[src/rtl/step_dir_pkg.sv]
// Shared definitions for the STEP/DIR generator: axis FSM encoding, direction codes, timer width.
// Latency: n/a (types and constants only).
// Backpressure: n/a.
package step_dir_pkg;

  typedef enum logic [1:0] {
    IDLE  = 2'd0,
    SETUP = 2'd1,
    HIGH  = 2'd2,
    LOW   = 2'd3
  } axis_state_e;

  localparam logic DIR_POS = 1'b0;
  localparam logic DIR_NEG = 1'b1;

  // Wide enough for any realistic setup/high/low cycle count.
  localparam int CNT_W = 16;

endpackage

[src/rtl/step_axis_chan.sv]
// One stepper axis: synchronise acc/dec strobes, queue one step, shape STEP/DIR, track position.
// Latency: strobe rise to STEP rise is 3 cycles, or 3+SETUP_CYC when DIR has to change.
// Backpressure: a one-deep slot absorbs a request while busy; a further request is dropped (overrun_o pulse).
// Ports: clk_i/rst_i (async, active-high); acc_i/dec_i async strobes; zero_pos_i sync clear;
//        step_o/dir_o/pos_o registered driver outputs; busy_o; overrun_o/conflict_o one-cycle error pulses.
module step_axis_chan
  import step_dir_pkg::*;
#(
  parameter int SETUP_CYC = 4,
  parameter int HIGH_CYC  = 8,
  parameter int LOW_CYC   = 8,
  parameter int POS_W     = 16
) (
  input  logic             clk_i,
  input  logic             rst_i,
  input  logic             acc_i,
  input  logic             dec_i,
  input  logic             zero_pos_i,
  output logic             step_o,
  output logic             dir_o,
  output logic [POS_W-1:0] pos_o,
  output logic             busy_o,
  output logic             overrun_o,
  output logic             conflict_o
);

  localparam logic [CNT_W-1:0] SETUP_LD = CNT_W'(SETUP_CYC - 1);
  localparam logic [CNT_W-1:0] HIGH_LD  = CNT_W'(HIGH_CYC - 1);
  localparam logic [CNT_W-1:0] LOW_LD   = CNT_W'(LOW_CYC - 1);
  localparam logic [CNT_W-1:0] CNT_ONE  = CNT_W'(1);
  localparam logic [POS_W-1:0] POS_ONE  = POS_W'(1);

  // [0],[1] are the synchroniser flops, [2] is the edge-detect history.
  logic [2:0]       acc_sync_q, dec_sync_q;
  logic             acc_rise, dec_rise;
  logic             req_vld_q, req_dir_q, conflict_q;

  axis_state_e      state_q, state_d;
  logic [CNT_W-1:0] cnt_q, cnt_d;
  logic             dir_q, dir_d;
  logic             pend_vld_q, pend_vld_d;
  logic             pend_dir_q, pend_dir_d;
  logic [POS_W-1:0] pos_q, pos_d;
  logic             step_q, busy_q, overrun_q, overrun_d;
  logic             dispatch, take, take_dir;

  assign acc_rise = acc_sync_q[1] & ~acc_sync_q[2];
  assign dec_rise = dec_sync_q[1] & ~dec_sync_q[2];

  always_ff @(posedge clk_i or posedge rst_i) begin
    if (rst_i) begin
      acc_sync_q <= '0;
      dec_sync_q <= '0;
      req_vld_q  <= 1'b0;
      req_dir_q  <= DIR_POS;
      conflict_q <= 1'b0;
    end else begin
      acc_sync_q <= {acc_sync_q[1:0], acc_i};
      dec_sync_q <= {dec_sync_q[1:0], dec_i};
      // Simultaneous acc and dec edges cancel each other and are flagged.
      req_vld_q  <= acc_rise ^ dec_rise;
      req_dir_q  <= dec_rise ? DIR_NEG : DIR_POS;
      conflict_q <= acc_rise & dec_rise;
    end
  end

  always_comb begin
    state_d    = state_q;
    cnt_d      = cnt_q;
    dir_d      = dir_q;
    pend_vld_d = pend_vld_q;
    pend_dir_d = pend_dir_q;
    pos_d      = pos_q;
    overrun_d  = 1'b0;
    take       = 1'b0;
    take_dir   = pend_dir_q;

    // The last LOW cycle already counts as idle, so back-to-back steps keep
    // an exact HIGH_CYC+LOW_CYC period.
    dispatch = (state_q == IDLE) || ((state_q == LOW) && (cnt_q == '0));

    case (state_q)
      SETUP: begin
        if (cnt_q == '0) begin
          state_d = HIGH;
          cnt_d   = HIGH_LD;
        end else begin
          cnt_d = cnt_q - CNT_ONE;
        end
      end
      HIGH: begin
        if (cnt_q == '0) begin
          state_d = LOW;
          cnt_d   = LOW_LD;
        end else begin
          cnt_d = cnt_q - CNT_ONE;
        end
      end
      LOW: begin
        if (cnt_q == '0) state_d = IDLE;
        else             cnt_d   = cnt_q - CNT_ONE;
      end
      default: ;
    endcase

    // Slot is older than a same-cycle request, so it is served first.
    if (dispatch) begin
      if (pend_vld_q) begin
        take       = 1'b1;
        take_dir   = pend_dir_q;
        pend_vld_d = 1'b0;
      end else if (req_vld_q) begin
        take     = 1'b1;
        take_dir = req_dir_q;
      end
    end

    if (take) begin
      if (take_dir == dir_q) begin
        state_d = HIGH;
        cnt_d   = HIGH_LD;
      end else begin
        dir_d   = take_dir;
        state_d = SETUP;
        cnt_d   = SETUP_LD;
      end
    end

    // A request not consumed directly goes to the slot, or is lost if the slot stays full.
    if (req_vld_q && !(dispatch && !pend_vld_q)) begin
      if (!pend_vld_d) begin
        pend_vld_d = 1'b1;
        pend_dir_d = req_dir_q;
      end else begin
        overrun_d = 1'b1;
      end
    end

    if ((state_d == HIGH) && (state_q != HIGH)) begin
      pos_d = (dir_d == DIR_NEG) ? (pos_q - POS_ONE) : (pos_q + POS_ONE);
    end
    if (zero_pos_i) pos_d = '0;
  end

  always_ff @(posedge clk_i or posedge rst_i) begin
    if (rst_i) begin
      state_q    <= IDLE;
      cnt_q      <= '0;
      dir_q      <= DIR_POS;
      pend_vld_q <= 1'b0;
      pend_dir_q <= DIR_POS;
      pos_q      <= '0;
      step_q     <= 1'b0;
      busy_q     <= 1'b0;
      overrun_q  <= 1'b0;
    end else begin
      state_q    <= state_d;
      cnt_q      <= cnt_d;
      dir_q      <= dir_d;
      pend_vld_q <= pend_vld_d;
      pend_dir_q <= pend_dir_d;
      pos_q      <= pos_d;
      step_q     <= (state_d == HIGH);
      busy_q     <= (state_d != IDLE) | pend_vld_d | req_vld_q;
      overrun_q  <= overrun_d;
    end
  end

  assign step_o     = step_q;
  assign dir_o      = dir_q;
  assign pos_o      = pos_q;
  assign busy_o     = busy_q;
  assign overrun_o  = overrun_q;
  assign conflict_o = conflict_q;

endmodule

[src/rtl/step_dir_gen.sv]
// Two-axis STEP/DIR generator from interpolator strobes, with sticky overrun/conflict flags.
// Latency: 3 cycles strobe-to-STEP (plus SETUP_CYC on a direction change); error flags 1 cycle after the event.
// Backpressure: none upstream; each axis buffers one step and drops further ones, setting overrun.
// Ports: sys_clk/sys_rst (async, active-high); X_/Y_acc/dec strobes; zero_pos, clr_err;
//        X_/Y_step, X_/Y_dir, X_/Y_pos driver outputs; busy; sticky overrun and conflict.
module step_dir_gen
  import step_dir_pkg::*;
#(
  parameter int SETUP_CYC = 4,
  parameter int HIGH_CYC  = 8,
  parameter int LOW_CYC   = 8,
  parameter int POS_W     = 16
) (
  input  logic             sys_clk,
  input  logic             sys_rst,
  input  logic             X_acc,
  input  logic             X_dec,
  input  logic             Y_acc,
  input  logic             Y_dec,
  input  logic             zero_pos,
  input  logic             clr_err,
  output logic             X_step,
  output logic             Y_step,
  output logic             X_dir,
  output logic             Y_dir,
  output logic [POS_W-1:0] X_pos,
  output logic [POS_W-1:0] Y_pos,
  output logic             busy,
  output logic             overrun,
  output logic             conflict
);

  logic x_busy, y_busy, x_ovr, y_ovr, x_cnf, y_cnf;
  logic overrun_q, conflict_q;

  step_axis_chan #(
    .SETUP_CYC(SETUP_CYC), .HIGH_CYC(HIGH_CYC), .LOW_CYC(LOW_CYC), .POS_W(POS_W)
  ) u_x_axis (
    .clk_i(sys_clk), .rst_i(sys_rst), .acc_i(X_acc), .dec_i(X_dec), .zero_pos_i(zero_pos),
    .step_o(X_step), .dir_o(X_dir), .pos_o(X_pos), .busy_o(x_busy),
    .overrun_o(x_ovr), .conflict_o(x_cnf)
  );

  step_axis_chan #(
    .SETUP_CYC(SETUP_CYC), .HIGH_CYC(HIGH_CYC), .LOW_CYC(LOW_CYC), .POS_W(POS_W)
  ) u_y_axis (
    .clk_i(sys_clk), .rst_i(sys_rst), .acc_i(Y_acc), .dec_i(Y_dec), .zero_pos_i(zero_pos),
    .step_o(Y_step), .dir_o(Y_dir), .pos_o(Y_pos), .busy_o(y_busy),
    .overrun_o(y_ovr), .conflict_o(y_cnf)
  );

  // A fresh error event beats a same-cycle clear so it is never lost.
  always_ff @(posedge sys_clk or posedge sys_rst) begin
    if (sys_rst) begin
      overrun_q  <= 1'b0;
      conflict_q <= 1'b0;
    end else begin
      if (x_ovr | y_ovr) overrun_q <= 1'b1;
      else if (clr_err)  overrun_q <= 1'b0;
      if (x_cnf | y_cnf) conflict_q <= 1'b1;
      else if (clr_err)  conflict_q <= 1'b0;
    end
  end

  assign busy     = x_busy | y_busy;
  assign overrun  = overrun_q;
  assign conflict = conflict_q;

endmodule

[config.mk]
export PLATFORM = sky130hd
export DESIGN_NAME = step_dir_gen
export DESIGN_NICKNAME = d
export VERILOG_FILES = /design/src/rtl/step_dir_pkg.sv /design/src/rtl/step_axis_chan.sv /design/src/rtl/step_dir_gen.sv
export SDC_FILE = /design/constraint.sdc
export NUM_CORES = 1
export LEC_CHECK = 0
export ABC_CLOCK_PERIOD_IN_PS = 11800
export BUFFER_PORTS_ARGS = -buffer_cell sky130_fd_sc_hd__buf_2
export CAP_MARGIN = 15
export CORE_UTILIZATION = 50
export DETAILED_ROUTE_END_ITERATION = 12
export HOLD_SLACK_MARGIN = 0.06
export PLACE_DENSITY_LB_ADDON = 0.3
export RECOVER_POWER = 100
export SLEW_MARGIN = 20
export SYNTH_ARGS = -nofsm -noshare
export SYNTH_HDL_FRONTEND = slang
export SYNTH_SLANG_ARGS = --single-unit
[constraint.sdc]
create_clock -name sys_clk -period 11.8 [get_ports sys_clk]
set_clock_uncertainty 0.15 [all_clocks]
set_input_delay 2.36 -clock sys_clk [delete_from_list [all_inputs] [get_ports sys_clk]]
set_output_delay 2.36 -clock sys_clk [all_outputs]
set_load 0.02 [all_outputs]
==> results.sh <==
export IMPL_status="finished with violations"
export IMPL_violations="design-rule violations, max-capacitance violations, max-slew violations"
export IMPL_areaGrowthSynthToFinish_pct=8.63
export IMPL_antenna_diode_count=0
export IMPL_cts_buffers=9
export IMPL_r2r_worst_path_cells=14
export IMPL_ir_drop_mv=0.108
export IMPL_yosys_area_top_type="dfrtp_1"
export IMPL_drc=1
export IMPL_synth_top_cell_area_share_pct=41.5
export IMPL_synth_edff_count=0
export IMPL_drv_cap=4
export IMPL_fin_util_pct=56.7
export IMPL_drtAntennaViolNets=0
export IMPL_cts_tree="done"
export IMPL_grt_setup_unrepaired="false"
export IMPL_yosys_top_cells_count="100 x dfrtp_1, 87 x nor2_1, 56 x o21ai_0"
export IMPL_whs_path_depth=0
export IMPL_critPathMaxStageDelay_ns=2.71
export IMPL_clk_pin_slew_worst_paths_ns=0.07
export IMPL_slew_viol_final=116
export IMPL_drive_above_1_share_pct=6.25
export IMPL_wire_per_inst_um=14.6
export IMPL_first_global_vias=4563
export IMPL_worst_hold_path_type="flop to flop"
export IMPL_hold_violations=0
export IMPL_grt_pass1_wl_mm=20.7
export IMPL_gr_total_overflow=0
export IMPL_core_um2=11600
export IMPL_syn_inst=641
export IMPL_power_leakage_uw=0.00297
export IMPL_htreeDepth=3
export IMPL_setup_tns_ns=0
export IMPL_cts_hold_buf=0
export IMPL_cp_end_kind="asynchronous set/reset pin"
export IMPL_gp_congestion=0.892
export IMPL_async_flop_share_pct=100
export IMPL_drt_iter0_markers=301
export IMPL_grt_start_max_net_pins=72
export IMPL_yosys_top_cells_area="dfrtp_1 41%, ha_1 7.9%, nor2_1 5.4%"
export IMPL_start_util_pct=52.2
export IMPL_syn_nets=689
export IMPL_drt_wl_total_mm=12.1
export IMPL_path_max_fanout=71
export IMPL_ctsResizeCount=0
export IMPL_ys_seq_area_share_pct=41.5
export IMPL_via_count=4835
export IMPL_rows=39
export IMPL_final_nets=731
export IMPL_synth_cell_types=68
export IMPL_cp_cell_sequence="buf_2 -> clkinvlp_2 -> clkbuf_1"
export IMPL_worst_slew_pin_slew_ns=3.76
export IMPL_critPathLaunchType="primary input"
export IMPL_max_freq_ghz=0.153
export IMPL_synth_seq_cells=100
export IMPL_antenna_found_initial=0
export IMPL_power_density_nw_per_um2=191
export IMPL_synth_warnings=0
export IMPL_required_ns=11.25
export IMPL_critPathKind="primary input to asynchronous set/reset pin"
export IMPL_dp_hpwl_mm=8.47
export IMPL_die_width_um=112
export IMPL_cts_sinks=100
export IMPL_vias_per_cell=5.82
export IMPL_clockBufferDepth=2
export IMPL_fin_hold_ws_ns=0.201
export IMPL_finalSetupViolCount=0
export IMPL_synth_area_um2=6030
export IMPL_relSlewSlack_pct=-151
export IMPL_boundaryPins=47
export IMPL_fin_crit_ns=6.54
export IMPL_final_period_utilization_pct=55.4
export IMPL_power_total_uw=1250
export IMPL_die_y_um=112
export IMPL_port_buffers=46
export IMPL_avgSynthCellArea_um2=9.41
export IMPL_root_buffer="clkbuf_16"
export IMPL_first_pass_iters=9
export IMPL_cp_arrival_ns=5.99
export IMPL_grtUsageTotal_pct=20.2
export IMPL_synth_most_common_cell="dfrtp_1"
export IMPL_fill_cells=1008
export IMPL_slowest_stage="clkbuf_1"
export IMPL_synth_ff_type="dfrtp_1"
export IMPL_post_cts_setup_buffer_count=0
export IMPL_die_area_um2=12500
export IMPL_clkLatencyLatePin_ns=0.35
kinds of logic after synthesis:
group	share of synthesized area (%)
buffers and inverters	2.59
AO/OA/AOI/OAI	19.3
XOR/XNOR	5.23
adder cells (fa/ha/maj)	8.71
AND/OR/NAND/NOR	18.4
flip-flops	41.5
multiplexers	4.21
sequential cells by signal, summed over array words and instances (netlist names), 2 cells and up:
signal and flops:
u_x_axis.cnt_q 16, u_x_axis.pos_o 16, u_y_axis.cnt_q 16, u_y_axis.pos_o 16, u_x_axis.acc_sync_q 3, u_x_axis.dec_sync_q 3
u_y_axis.acc_sync_q 3, u_y_axis.dec_sync_q 3, u_x_axis.state_q 2, u_y_axis.state_q 2
worst max-delay path, delay by kind of cell:
kind	cells	cell delay, ns
buffers and inverters	3	3.57
cell type report:
type | count | area, µm² | share of cell area, %
Clock buffer | 9 | 225 | 3.44
Clock inverter | 7 | 83.8 | 1.28
Inverter | 19 | 72.6 | 1.11
Multi-Input combinational cell | 505 | 3300 | 50.4
Sequential cell | 100 | 2500 | 38.2
Tap cell | 143 | 179 | 2.73
Timing Repair Buffer | 48 | 189 | 2.88
path summary, 6_finish.rpt:
path / start / endpoint / slack, ns
worst max-delay path: sys_rst / u_x_axis.acc_sync_q[1]$_DFF_PP0_ / 5.26
worst min register to register: u_y_axis.dec_sync_q[0]$_DFF_PP0_ / u_y_axis.dec_sync_q[1]$_DFF_PP0_ / 0.20
max in group sys_clk: u_y_axis.cnt_q[0]$_DFFE_PP0P_ / u_y_axis.pos_o[15]$_DFFE_PP0P_ / 5.44
worst min-delay path: u_y_axis.dec_sync_q[0]$_DFF_PP0_ / u_y_axis.dec_sync_q[1]$_DFF_PP0_ / 0.20
min in group asynchronous: sys_rst / u_y_axis.cnt_q[12]$_DFFE_PP0P_ / 2.13
worst max register to register: u_y_axis.cnt_q[0]$_DFFE_PP0P_ / u_y_axis.pos_o[15]$_DFFE_PP0P_ / 5.44
layout by cell type, fill, tap and decap left out, types with 11 or more instances in the layout:
cell      instances
xnor2_1          23
clkbuf_1         41
ha_1             38
o31ai_1          11
mux2i_1          22
a21o_1           11
nand2_1          48
inv_1            18
nor3_1           20
a21oi_1          38
nor2_1           88
o21ai_0          56
nor2b_1          12
dfrtp_1         100
xor2_1           13
nand2b_1         11
stage by stage:
stage,worst slack [ns],area (µm²),cells
CTS,7.02,6680,831
finish,5.26,6550,831
floorplan,6.67,6030,641
global route,4.24,6550,831
global placement,7.15,6370,815
detailed placement,7.05,6370,815
routing by layer:
metal	part of all wire [%]	vias to the layer above	GRT usage (%)
met5	0	-	0
met4	1.3	0	7.84
met3	4.0	15	4.14
met2	48	100	33.0
met1	47	2323	26.3
li1	-	2397	-
power by group:
part / switching, µW / internal (µW)
Combinational: 261 / 192
Clock: 141 / 168
Sequential: 77.4 / 410
Total: 479 / 770
(Power assumes the default switching activity.)
